<file path="src/rtl/eth_tx_pkg.sv">
// Shared controller state type, frame-size constants and CRC helpers for the RMII transmit path.
package eth_tx_pkg;

    typedef enum logic [3:0] {
        IDLE      = 4'd0,
        PREAMBLE  = 4'd1,
        SFD       = 4'd2,
        DEST_ADDR = 4'd3,
        SRC_ADDR  = 4'd4,
        LEN_TYPE  = 4'd5,
        DATA      = 4'd6,
        PAD       = 4'd7,
        FCS       = 4'd8,
        IPG       = 4'd9
    } eth_tx_ctrl_state_t;

    localparam int cPREAMBLE_BYTES    = 7;
    localparam int cSFD_BYTES         = 1;
    localparam int cMAC_BYTES         = 6;
    localparam int cLEN_TYPE_BYTES    = 2;
    localparam int cMIN_PAYLOAD_BYTES = 46;
    localparam int cFCS_BYTES         = 4;
    localparam int cIPG_BYTES         = 12;
    localparam int cDIBITS_PER_BYTE   = 4;

    localparam logic [7:0]  cPREAMBLE_BYTE = 8'h55;
    localparam logic [7:0]  cSFD_BYTE      = 8'hD5;
    localparam logic [31:0] cCRC_INIT      = 32'hFFFF_FFFF;
    localparam logic [31:0] cCRC_POLY_R    = 32'hEDB8_8320;

    // Two serial steps of the reflected CRC, din[0] is the first bit on the wire.
    function automatic logic [31:0] crc32_dibit(input logic [31:0] crc, input logic [1:0] din);
        logic [31:0] c;
        c = crc;
        for (int i = 0; i < 2; i++) begin
            if (c[0] ^ din[i]) begin
                c = (c >> 1) ^ cCRC_POLY_R;
            end else begin
                c = c >> 1;
            end
        end
        return c;
    endfunction

    function automatic logic [7:0] mac_byte(input logic [47:0] mac, input logic [2:0] idx);
        logic [7:0] b;
        case (idx)
            3'd0:    b = mac[47:40];
            3'd1:    b = mac[39:32];
            3'd2:    b = mac[31:24];
            3'd3:    b = mac[23:16];
            3'd4:    b = mac[15:8];
            3'd5:    b = mac[7:0];
            default: b = 8'h00;
        endcase
        return b;
    endfunction

    function automatic logic [1:0] byte_dibit(input logic [7:0] b, input logic [1:0] sel);
        logic [1:0] d;
        case (sel)
            2'd0:    d = b[1:0];
            2'd1:    d = b[3:2];
            2'd2:    d = b[5:4];
            default: d = b[7:6];
        endcase
        return d;
    endfunction

endpackage

</file>
<file path="src/rtl/eth_tx_crc32.sv">
// Ethernet CRC-32 (reflected, init all-ones) advancing two bits per clock.
module eth_tx_crc32
    import eth_tx_pkg::*;
(
    input  logic        Clk,
    input  logic        Rst,
    input  logic        Init,
    input  logic        En,
    input  logic [1:0]  Din,
    output logic [31:0] Crc
);

    always_ff @(posedge Clk) begin
        if (Rst || Init) begin
            Crc <= cCRC_INIT;
        end else if (En) begin
            Crc <= crc32_dibit(Crc, Din);
        end
    end

endmodule

</file>
<file path="src/rtl/eth_tx_serializer.sv">
// RMII transmit dibit generator following the eth_tx_ctrl state; inline FCS generation.
// Optional frame counter port Frame_Cnt is built only when ETH_TX_STATS_EN is defined.
module eth_tx_serializer
    import eth_tx_pkg::*;
#(
    parameter logic [47:0] pDEST_MAC  = 48'hFFFF_FFFF_FFFF,
    parameter logic [47:0] pSRC_MAC   = 48'h0200_0000_0001,
    parameter logic [15:0] pETHERTYPE = 16'h88B5
) (
    input  logic               Clk,
    input  logic               Rst,
    input  eth_tx_ctrl_state_t Tx_Ctrl_FSM_State,
    input  logic               Tx_En,
    input  logic               Crc_En,
    input  logic               Fifo_Rd,
    input  logic [7:0]         Fifo_Data,
    output logic [1:0]         Rmii_Txd,
    output logic               Rmii_Tx_En
`ifdef ETH_TX_STATS_EN
    ,
    output logic [15:0]        Frame_Cnt
`endif
);

    eth_tx_ctrl_state_t rState;
    logic [1:0]         rDib;
    logic [2:0]         rIdx;
    logic [7:0]         rNext;
    logic [7:0]         rSh;
    logic               rRdPend;

    logic               state_chg;
    logic [1:0]         dib_cur;
    logic [2:0]         idx_cur;
    logic [7:0]         tx_byte;
    logic [1:0]         gen_dibit;
    logic [31:0]        crc;
    logic [31:0]        fcs;
    logic [4:0]         fcs_sel;
    logic               crc_init;

    // A new state always starts at dibit 0 of byte 0, even though the registered counters lag a cycle.
    assign state_chg = (Tx_Ctrl_FSM_State != rState);
    assign dib_cur   = state_chg ? 2'd0 : rDib;
    assign idx_cur   = state_chg ? 3'd0 : rIdx;
    assign fcs       = ~crc;
    assign fcs_sel   = {idx_cur[1:0], dib_cur, 1'b0};
    assign crc_init  = (Tx_Ctrl_FSM_State == IDLE);

    always_comb begin
        tx_byte = 8'h00;
        case (Tx_Ctrl_FSM_State)
            PREAMBLE:  tx_byte = cPREAMBLE_BYTE;
            SFD:       tx_byte = cSFD_BYTE;
            DEST_ADDR: tx_byte = mac_byte(pDEST_MAC, idx_cur);
            SRC_ADDR:  tx_byte = mac_byte(pSRC_MAC, idx_cur);
            LEN_TYPE:  tx_byte = idx_cur[0] ? pETHERTYPE[7:0] : pETHERTYPE[15:8];
            DATA:      tx_byte = (dib_cur == 2'd0) ? rNext : rSh;
            PAD:       tx_byte = 8'h00;
            default:   tx_byte = 8'h00;
        endcase
    end

    always_comb begin
        gen_dibit = 2'b00;
        if (Tx_Ctrl_FSM_State == FCS) begin
            gen_dibit = fcs[fcs_sel +: 2];
        end else begin
            gen_dibit = byte_dibit(tx_byte, dib_cur);
        end
    end

    eth_tx_crc32 u_crc (
        .Clk  (Clk),
        .Rst  (Rst),
        .Init (crc_init),
        .En   (Crc_En),
        .Din  (gen_dibit),
        .Crc  (crc)
    );

    always_ff @(posedge Clk) begin
        if (Rst) begin
            rState <= IDLE;
            rDib   <= 2'd0;
            rIdx   <= 3'd0;
        end else begin
            rState <= Tx_Ctrl_FSM_State;
            if (Tx_En) begin
                rDib <= dib_cur + 2'd1;
                rIdx <= (dib_cur == 2'd3) ? idx_cur + 3'd1 : idx_cur;
            end else begin
                rDib <= 2'd0;
                rIdx <= 3'd0;
            end
        end
    end

    // The FIFO answers one clock after the strobe; rSh takes rNext at each data byte boundary.
    always_ff @(posedge Clk) begin
        if (Rst) begin
            rRdPend <= 1'b0;
            rNext   <= 8'h00;
            rSh     <= 8'h00;
        end else begin
            rRdPend <= Fifo_Rd;
            if (rRdPend) begin
                rNext <= Fifo_Data;
            end
            if (Tx_En && (Tx_Ctrl_FSM_State == DATA) && (dib_cur == 2'd0)) begin
                rSh <= rNext;
            end
        end
    end

    always_ff @(posedge Clk) begin
        if (Rst) begin
            Rmii_Txd   <= 2'b00;
            Rmii_Tx_En <= 1'b0;
        end else begin
            Rmii_Tx_En <= Tx_En;
            Rmii_Txd   <= Tx_En ? gen_dibit : 2'b00;
        end
    end

`ifdef ETH_TX_STATS_EN
    always_ff @(posedge Clk) begin
        if (Rst) begin
            Frame_Cnt <= 16'h0000;
        end else if ((rState == FCS) && (Tx_Ctrl_FSM_State == IPG)) begin
            Frame_Cnt <= Frame_Cnt + 16'h0001;
        end
    end
`endif

endmodule

</file>
<file path="config.mk">
export PLATFORM = sky130hd
export DESIGN_NAME = eth_tx_serializer
export DESIGN_NICKNAME = d
export VERILOG_FILES = /design/src/rtl/eth_tx_pkg.sv /design/src/rtl/eth_tx_crc32.sv /design/src/rtl/eth_tx_serializer.sv
export SDC_FILE = /design/constraint.sdc
export NUM_CORES = 1
export LEC_CHECK = 0
export BUFFER_PORTS_ARGS = -buffer_cell sky130_fd_sc_hd__buf_2
export CAP_MARGIN = 20
export CORE_MARGIN = 2
export CORE_UTILIZATION = 60
export DETAILED_ROUTE_END_ITERATION = 7
export PLACE_DENSITY = 0.81
export SLEW_MARGIN = 25
export SYNTH_ARGS = -nofsm -noshare
export SYNTH_HDL_FRONTEND = slang
export SYNTH_SLANG_ARGS = --single-unit
</file>
<file path="constraint.sdc">
create_clock -name Clk -period 5.3 [get_ports Clk]
set_input_delay 1.325 -clock Clk [delete_from_list [all_inputs] [get_ports Clk]]
set_output_delay 1.325 -clock Clk [all_outputs]
set_load 0.01 [all_outputs]
</file>
== Word-level counts from Yosys, hierarchy flattened ==
Cells that the tools add are included.

* Bits in registers: 61
* Latch bits: 0
* RAM bits: 0
* Bits in read-only memories: 0
* Bits of input ports: 17
* Output and inout bits: 3
* Logic and storage cells: 56
* Memories: 0

* $add $sub $neg: 2
* Multiply operators: 0
* Divide/modulo/power cells: 0
* Magnitude comparators: 0
* Equality and inequality tests: 16
* Shift operators: 1
* Mux-type cells: 14
* Bitwise logic cells: 6
* Reduce and logical (&&, ||, !) cells: 8

{| class="wikitable"
|+ Operators by type and width
! kind !! number
|-
| 32-bit 2-to-1 mux || 4
|-
| 8-bit one-hot mux with 6 select lines || 1
|-
| 32-bit inverter || 1
|-
| 32-bit by 6-bit indexed part select with 2-bit output || 1
|-
| 13-bit inverter with 14-bit output || 2
|-
| 8-bit 2-to-1 mux || 2
|-
| 4-bit by 3-bit == test with 1-bit output, second input constant || 3
|-
| 4-bit by 2-bit == test with 1-bit output, second input constant || 2
|-
| 3-bit by 2-bit == test with 1-bit output, second input constant || 2
|-
| 3-bit == test, second input constant || 2
|-
| 3-bit 2-to-1 mux || 2
|-
| 6-bit 2-to-1 mux || 1
|-
| 2-bit one-hot mux with 3 select lines || 1
|-
| 6-bit OR reduction || 1
|-
| 2-bit == test, second input constant || 2
|-
| 4-bit by 1-bit == test with 1-bit output, second input constant || 1
|-
| 4-bit == test, second input constant || 1
|-
| 4-bit logical NOT || 1
|-
| 2-bit 2-to-1 mux || 2
|-
| 4-bit inequality test || 1
|-
| 2-bit one-hot mux with 2 select lines || 1
|-
| 3-bit by 1-bit adder with 3-bit output, second input constant || 1
|-
| 3-bit by 1-bit == test with 1-bit output, second input constant || 1
|-
| 3-bit logical NOT || 1
|-
| 8 further kinds || 10
|}

== Depth between registers and ports, before layout ==
* Word-level depth: 14
* Mapped depth: 17
* Gate-level depth less buffers: 14

== Hierarchy ==
A second synthesis with hierarchy kept.

* Cells, all modules: 327
* Area total of the unflattened synthesis: 3,130.5 um2

{| class="wikitable"
|+ Modules (own cells, without submodules)
! module !! instances !! cells each !! area an instance (um2) !! sequential area each (um2)
|-
| eth_tx_serializer || 1 || 197 || 1,726.7 || 540.5
|-
| eth_tx_crc32 || 1 || 130 || 1,403.8 || 640.6
|}

== Worst setup path before layout ==
No wires, ideal clock.

* Kind: input port to flip-flop
* From: input port Tx_Ctrl_FSM_State[1]
* To: register u_crc.Crc[23]
* Setup time: 0.128 ns
* Data arrival time: 4.430 ns
* Data required time: 5.172 ns
* Slack: 0.742 ns
* Stages: 16
* Path buffers: 2
* Cell sequence: buf_4 xnor2_2 nand4_1 nor2_1 inv_1 ha_1 buf_2 mux2_2 a22o_1 a21oi_1 a21oi_1 a2111oi_4 xnor2_2 xnor3_2 xor2_1 o21ai_1

* Longest elaborated chain between the ends: 14
* Elaborated cells on any way between the ends: 37
* Classes of those cells: eq/ne (15); shift (1); mux (13); bitwise (3); reduce/logical (5)

{| class="wikitable"
|+ Ends and longest elaborated chain
! what !! RTL line !! text
|-
| start: declaration || eth_tx_serializer.sv:12 || <nowiki>input eth_tx_ctrl_state_t Tx_Ctrl_FSM_State,</nowiki>
|-
| 4-bit inequality test || eth_tx_serializer.sv:43 || <nowiki>assign state_chg = (Tx_Ctrl_FSM_State != rState);</nowiki>
|-
| 3-bit 2-to-1 mux || eth_tx_serializer.sv:45 || <nowiki>assign idx_cur = state_chg ? 3'd0 : rIdx;</nowiki>
|-
| 3-bit == test, or another cell as far along || eth_tx_pkg.sv:47 || <nowiki>case (idx)</nowiki>
|-
| 6-bit OR reduction (no line) || - ||
|-
| 8-bit 2-to-1 mux || eth_tx_pkg.sv:47 ||
|-
| 8-bit one-hot mux with 6 select lines || eth_tx_serializer.sv:52 || <nowiki>case (Tx_Ctrl_FSM_State)</nowiki>
|-
| 2-bit one-hot mux with 3 select lines || eth_tx_pkg.sv:61 || <nowiki>case (sel)</nowiki>
|-
| 2-bit 2-to-1 mux || eth_tx_serializer.sv:66 || <nowiki>if (Tx_Ctrl_FSM_State == FCS) begin</nowiki>
|-
| 1-bit XOR || eth_tx_pkg.sv:36 || <nowiki>if (c[0] ^ din[i]) begin</nowiki>
|-
| 32-bit 2-to-1 mux || eth_tx_pkg.sv:36 ||
|-
| 32-bit 2-to-1 mux || eth_tx_crc32.sv:16 || <nowiki>end else if (En) begin</nowiki>
|-
| 32-bit 2-to-1 mux || eth_tx_crc32.sv:14 || <nowiki>if (Rst || Init) begin</nowiki>
|-
| 13-bit inverter with 14-bit output (no line) || - ||
|-
| 32-bit 2-to-1 mux || eth_tx_pkg.sv:36 ||
|-
| end signal: assignment || eth_tx_crc32.sv:15 || <nowiki>Crc <= cCRC_INIT;</nowiki>
|-
| end signal: assignment || eth_tx_crc32.sv:17 || <nowiki>Crc <= crc32_dibit(Crc, Din);</nowiki>
|-
| end: declaration || eth_tx_crc32.sv:10 || <nowiki>output logic [31:0] Crc</nowiki>
|}

Parallel ways exist; a longest one is shown, timed or not. The select of a mux whose other input is x is not followed.
A chain may end at the register's enable or synchronous reset.

== Final worst setup path ==
* From: input port Tx_Ctrl_FSM_State[3]
* To: register u_crc.Crc[8]

The elaborated chain is that of the path after synthesis.

==> flow_results.xml <==
<?xml version="1.0" encoding="UTF-8"?>
<metrics>
  <group name="run_status">
    <metric name="outcome" unit="">finished, final reports clean</metric>
  </group>
  <group name="worst_setup_path">
    <metric name="r2r-start" unit="">rDib[1]$_SDFF_PP0_</metric>
    <metric name="cp.arrival" unit="ps">4520</metric>
    <metric name="worst_setup_path_end_kind" unit="">register</metric>
    <metric name="critical_path_buf_inv_count" unit="">1</metric>
    <metric name="critPathTopFamily" unit="">XOR/XNOR gates</metric>
    <metric name="crit_start" unit="">Tx_Ctrl_FSM_State[3]</metric>
    <metric name="critical_path.startpoint_type" unit="">input port</metric>
    <metric name="critPathMaxFanout" unit="">10</metric>
    <metric name="timing_worst_setup_path_type" unit="">input port to register</metric>
    <metric name="cp_cell_sequence" unit="">buf_2, xnor2_2, and4_1, nand2_1, ha_1, mux2_2, a22o_1, a21oi_1, a21oi_1, a2111oi_4, xnor2_2, xnor3_2, xor2_1, o21ai_1</metric>
    <metric name="worstPathRequired" unit="ps">5500</metric>
    <metric name="slowest_stage_cell_cp" unit="">sky130_fd_sc_hd__ha_1</metric>
    <metric name="cp_slowest_stage_delay" unit="ps">420</metric>
  </group>
  <group name="clocking">
    <metric name="cts.path.max_buffers" unit="">2</metric>
    <metric name="clk_sink_count" unit="">59</metric>
    <metric name="clkSlewWorstSetupHoldPaths" unit="ps">60</metric>
    <metric name="post-cts-setup-buffers" unit="">0</metric>
    <metric name="cts-hold-fix-buffers" unit="">0</metric>
    <metric name="root_buffer" unit="">sky130_fd_sc_hd__clkbuf_8</metric>
    <metric name="cts_made_buffers" unit="">9</metric>
    <metric name="post_cts_resized" unit="">0</metric>
    <metric name="cts_h_tree_lvls" unit="">3</metric>
    <metric name="cts_tree" unit="">done</metric>
    <metric name="insertion_delay" unit="ps">340</metric>
  </group>
  <group name="synth">
    <metric name="number_of_synthesized_flops_with_an_enable_pin" unit="">0</metric>
    <metric name="synthTopCellsByCount" unit="">59 x sky130_fd_sc_hd__dfxtp_1, 39 x sky130_fd_sc_hd__nor2_1, 27 x sky130_fd_sc_hd__mux2i_1</metric>
    <metric name="synth_seq_cells" unit="">59</metric>
    <metric name="syn-instance-count" unit="">327</metric>
    <metric name="synth.most_common_cell" unit="">sky130_fd_sc_hd__dfxtp_1</metric>
    <metric name="mappedNetlistArea" unit="um^2">3140</metric>
    <metric name="seq_area_frac_synth" unit="">0.376</metric>
    <metric name="synthesis.nets" unit="">350</metric>
    <metric name="synth.yosys.warnings" unit="">0</metric>
    <metric name="synth.top_cells.by_area" unit="">sky130_fd_sc_hd__dfxtp_1 38%, sky130_fd_sc_hd__mux2i_1 8.6%, sky130_fd_sc_hd__nor2_1 4.7%</metric>
    <metric name="synth-main-ff-cell" unit="">sky130_fd_sc_hd__dfxtp_1</metric>
    <metric name="yosys.area.top_type_share" unit="">0.376</metric>
    <metric name="yosysUniqueCellTypes" unit="">58</metric>
    <metric name="synth_area_leader_cell" unit="">sky130_fd_sc_hd__dfxtp_1</metric>
    <metric name="syn-mean-instance-area" unit="um^2">9.61</metric>
    <metric name="synth-async-reset-ratio" unit="">0</metric>
  </group>
  <group name="detailed_routing">
    <metric name="postRouteWirelength" unit="um">6390</metric>
    <metric name="detail_route.iter0.violations" unit="">276</metric>
    <metric name="antenna_violating_nets_post_route" unit="">0</metric>
    <metric name="remaining_drc_errors" unit="">0</metric>
    <metric name="vias" unit="">2340</metric>
    <metric name="drt_pass1_iterations" unit="">7</metric>
    <metric name="route.detailed.vias_per_inst" unit="">5.69</metric>
    <metric name="routedWlPerCell" unit="um">15.5</metric>
  </group>
  <group name="placement">
    <metric name="dp.cells" unit="">395</metric>
    <metric name="buffer_ports.inserted" unit="">19</metric>
    <metric name="place_hpwl" unit="um">4430</metric>
    <metric name="dpl_cell_area" unit="um^2">3220</metric>
    <metric name="place.gp.congestion" unit="">0.934</metric>
  </group>
  <group name="finish">
    <metric name="num-fill-cells" unit="">426</metric>
    <metric name="drive_above_1_share" unit="">0.196</metric>
    <metric name="final_area" unit="um^2">3440</metric>
    <metric name="fin_nets" unit="">359</metric>
    <metric name="instances_no_fill" unit="">411</metric>
    <metric name="multi_input_area" unit="um^2">1770</metric>
    <metric name="regArea" unit="um^2">1180</metric>
    <metric name="antenna_cells" unit="">0</metric>
    <metric name="fin_util" unit="">0.679</metric>
    <metric name="syn2layout_area_growth" unit="%">9.59</metric>
  </group>
  <group name="sta">
    <metric name="fin_crit" unit="ps">4320</metric>
    <metric name="slew_violations" unit="">0</metric>
    <metric name="tightestPinTransition" unit="ps">794</metric>
    <metric name="final_hold_viol_count" unit="">0</metric>
    <metric name="worst_hold_slack" unit="ps">497</metric>
    <metric name="setup_viol_count_final" unit="">0</metric>
    <metric name="final_total_negative_setup_slack" unit="ps">0</metric>
    <metric name="final.setup_skew" unit="ps">4.93</metric>
    <metric name="max_slew_margin" unit="">0.457</metric>
    <metric name="share_of_the_cycle_needed_by_the_critical_path_after_routing" unit="">0.815</metric>
    <metric name="rsz0062_at_grt" unit="">no</metric>
    <metric name="highest_attainable_clock_frequency" unit="MHz">231</metric>
  </group>
  <group name="floorplan">
    <metric name="initial_core_utilization" unit="">0.619</metric>
    <metric name="core-area" unit="um^2">5070</metric>
    <metric name="die_x" unit="um">76.4</metric>
    <metric name="design.portCount" unit="">20</metric>
    <metric name="floorplan.die_area" unit="um^2">5830</metric>
    <metric name="fp.dieH" unit="um">76.4</metric>
    <metric name="fp-row-count" unit="">26</metric>
  </group>
  <group name="grt">
    <metric name="grt_start_max_net_pins" unit="">42</metric>
    <metric name="first_global_vias" unit="">2162</metric>
    <metric name="total_overflow_reported_by_the_global_router" unit="">0</metric>
    <metric name="grt_antenna_before_repair" unit="">0</metric>
    <metric name="grt.total_usage" unit="">0.237</metric>
    <metric name="grt_first_pass_wirelength" unit="um">10700</metric>
  </group>
  <group name="min_path">
    <metric name="worst_hold_startpoint" unit="">u_crc.Crc[14]$_SDFFE_PP1P_</metric>
    <metric name="min_path_type" unit="">register to register</metric>
  </group>
  <group name="pwr">
    <metric name="leakagePower" unit="nW">1.41</metric>
    <metric name="vdd.ir_drop.worst" unit="uV">219</metric>
    <metric name="power.density_cell_area" unit="nW/um^2">322</metric>
  </group>
  <group name="run">
    <metric name="drv_cap" unit="">0</metric>
  </group>
</metrics>
-- where the power goes --
part	switching [W]	internal [W]	leakage, nW
Sequential	0.0000281	0.000471	0.486
Clock	0.000179	0.000288	0.119
Combinational	0.0000713	0.0000714	0.804
-- state kept, by name, indices dropped and copies added, names as in the netlist --
name and count:
rNext 8, rSh 6, u_crc.Crc 32, rIdx 3, rState 4, rRdPend 1, Rmii_Txd 2, Rmii_Tx_En 1
rDib 2
-- final cells by class --
type	instances	share of cell area
repair buffers	24	0.0385
flip-flops and latches	59	0.343
well taps	70	0.0254
inverters	12	0.0131
clock inverters	5	0.0218
multi-input cells	230	0.514
clock buffers	11	0.0440
-- cells by family (layout without fill, tap and decap cells) --
family                     count (synthesis)  count (layout)  share of synthesized area
buffers and inverters                     38              52                     0.0605
adders and majority gates                  6               6                     0.0239
xor gates and xnor gates                  29              29                      0.104
and+or+nand+nor                           93              93                      0.150
muxes                                     38              38                      0.136
AOI/OAI and AO/OA                         64              64                      0.150
DFF                                       59              59                      0.376
-- metal layers --
metal	track usage	up-vias	wire [um]
met5	0	-	0
met4	0.0709	0	88
met3	0.0758	8	352
met2	0.343	70	2840
met1	0.338	1094	3110
li1	-	1168	-
-- through the flow --
stage / power (W) / setup slack, ps
detailed placement: 0.000651 / 677
finish: 0.00111 / 980
CTS: 0.00112 / 1020
global placement: 0.000647 / 695
floorplan: 0.000620 / 742
global route: 0.00115 / 737
-- worst paths after layout --
check	depth (start not counted)	slack, ps	endpoint
max	14	980	u_crc.Crc[8]$_SDFFE_PP1P_
min	1	500	u_crc.Crc[14]$_SDFFE_PP1P_
max reg2reg	13	1630	u_crc.Crc[8]$_SDFFE_PP1P_
min reg2reg	1	500	u_crc.Crc[14]$_SDFFE_PP1P_
-- cell usage in the layout (no fill, tap or decap), types with 3 or more instances in the layout --
master | Yosys | final
sky130_fd_sc_hd__o21ai_1 | 7 | 7
sky130_fd_sc_hd__inv_1 | 12 | 11
sky130_fd_sc_hd__buf_4 | 3 | 5
sky130_fd_sc_hd__nand3_1 | 3 | 3
sky130_fd_sc_hd__nand2_1 | 19 | 19
sky130_fd_sc_hd__a21oi_1 | 17 | 17
sky130_fd_sc_hd__xnor2_2 | 5 | 5
sky130_fd_sc_hd__xnor2_1 | 14 | 14
sky130_fd_sc_hd__xor2_1 | 8 | 8
sky130_fd_sc_hd__a211o_1 | 8 | 8
sky130_fd_sc_hd__mux2i_1 | 27 | 27
sky130_fd_sc_hd__clkinv_2 | 0 | 3
sky130_fd_sc_hd__nor3_1 | 4 | 4
sky130_fd_sc_hd__buf_2 | 5 | 19
sky130_fd_sc_hd__mux4_2 | 3 | 3
sky130_fd_sc_hd__mux2_2 | 7 | 7
sky130_fd_sc_hd__nor2_1 | 39 | 39
sky130_fd_sc_hd__dfxtp_1 | 59 | 59
sky130_fd_sc_hd__ha_1 | 6 | 6
sky130_fd_sc_hd__o211ai_1 | 9 | 9
sky130_fd_sc_hd__nor2b_1 | 8 | 8
sky130_fd_sc_hd__clkbuf_8 | 0 | 11
No activity file was read; power rests on OpenSTA's default activity.
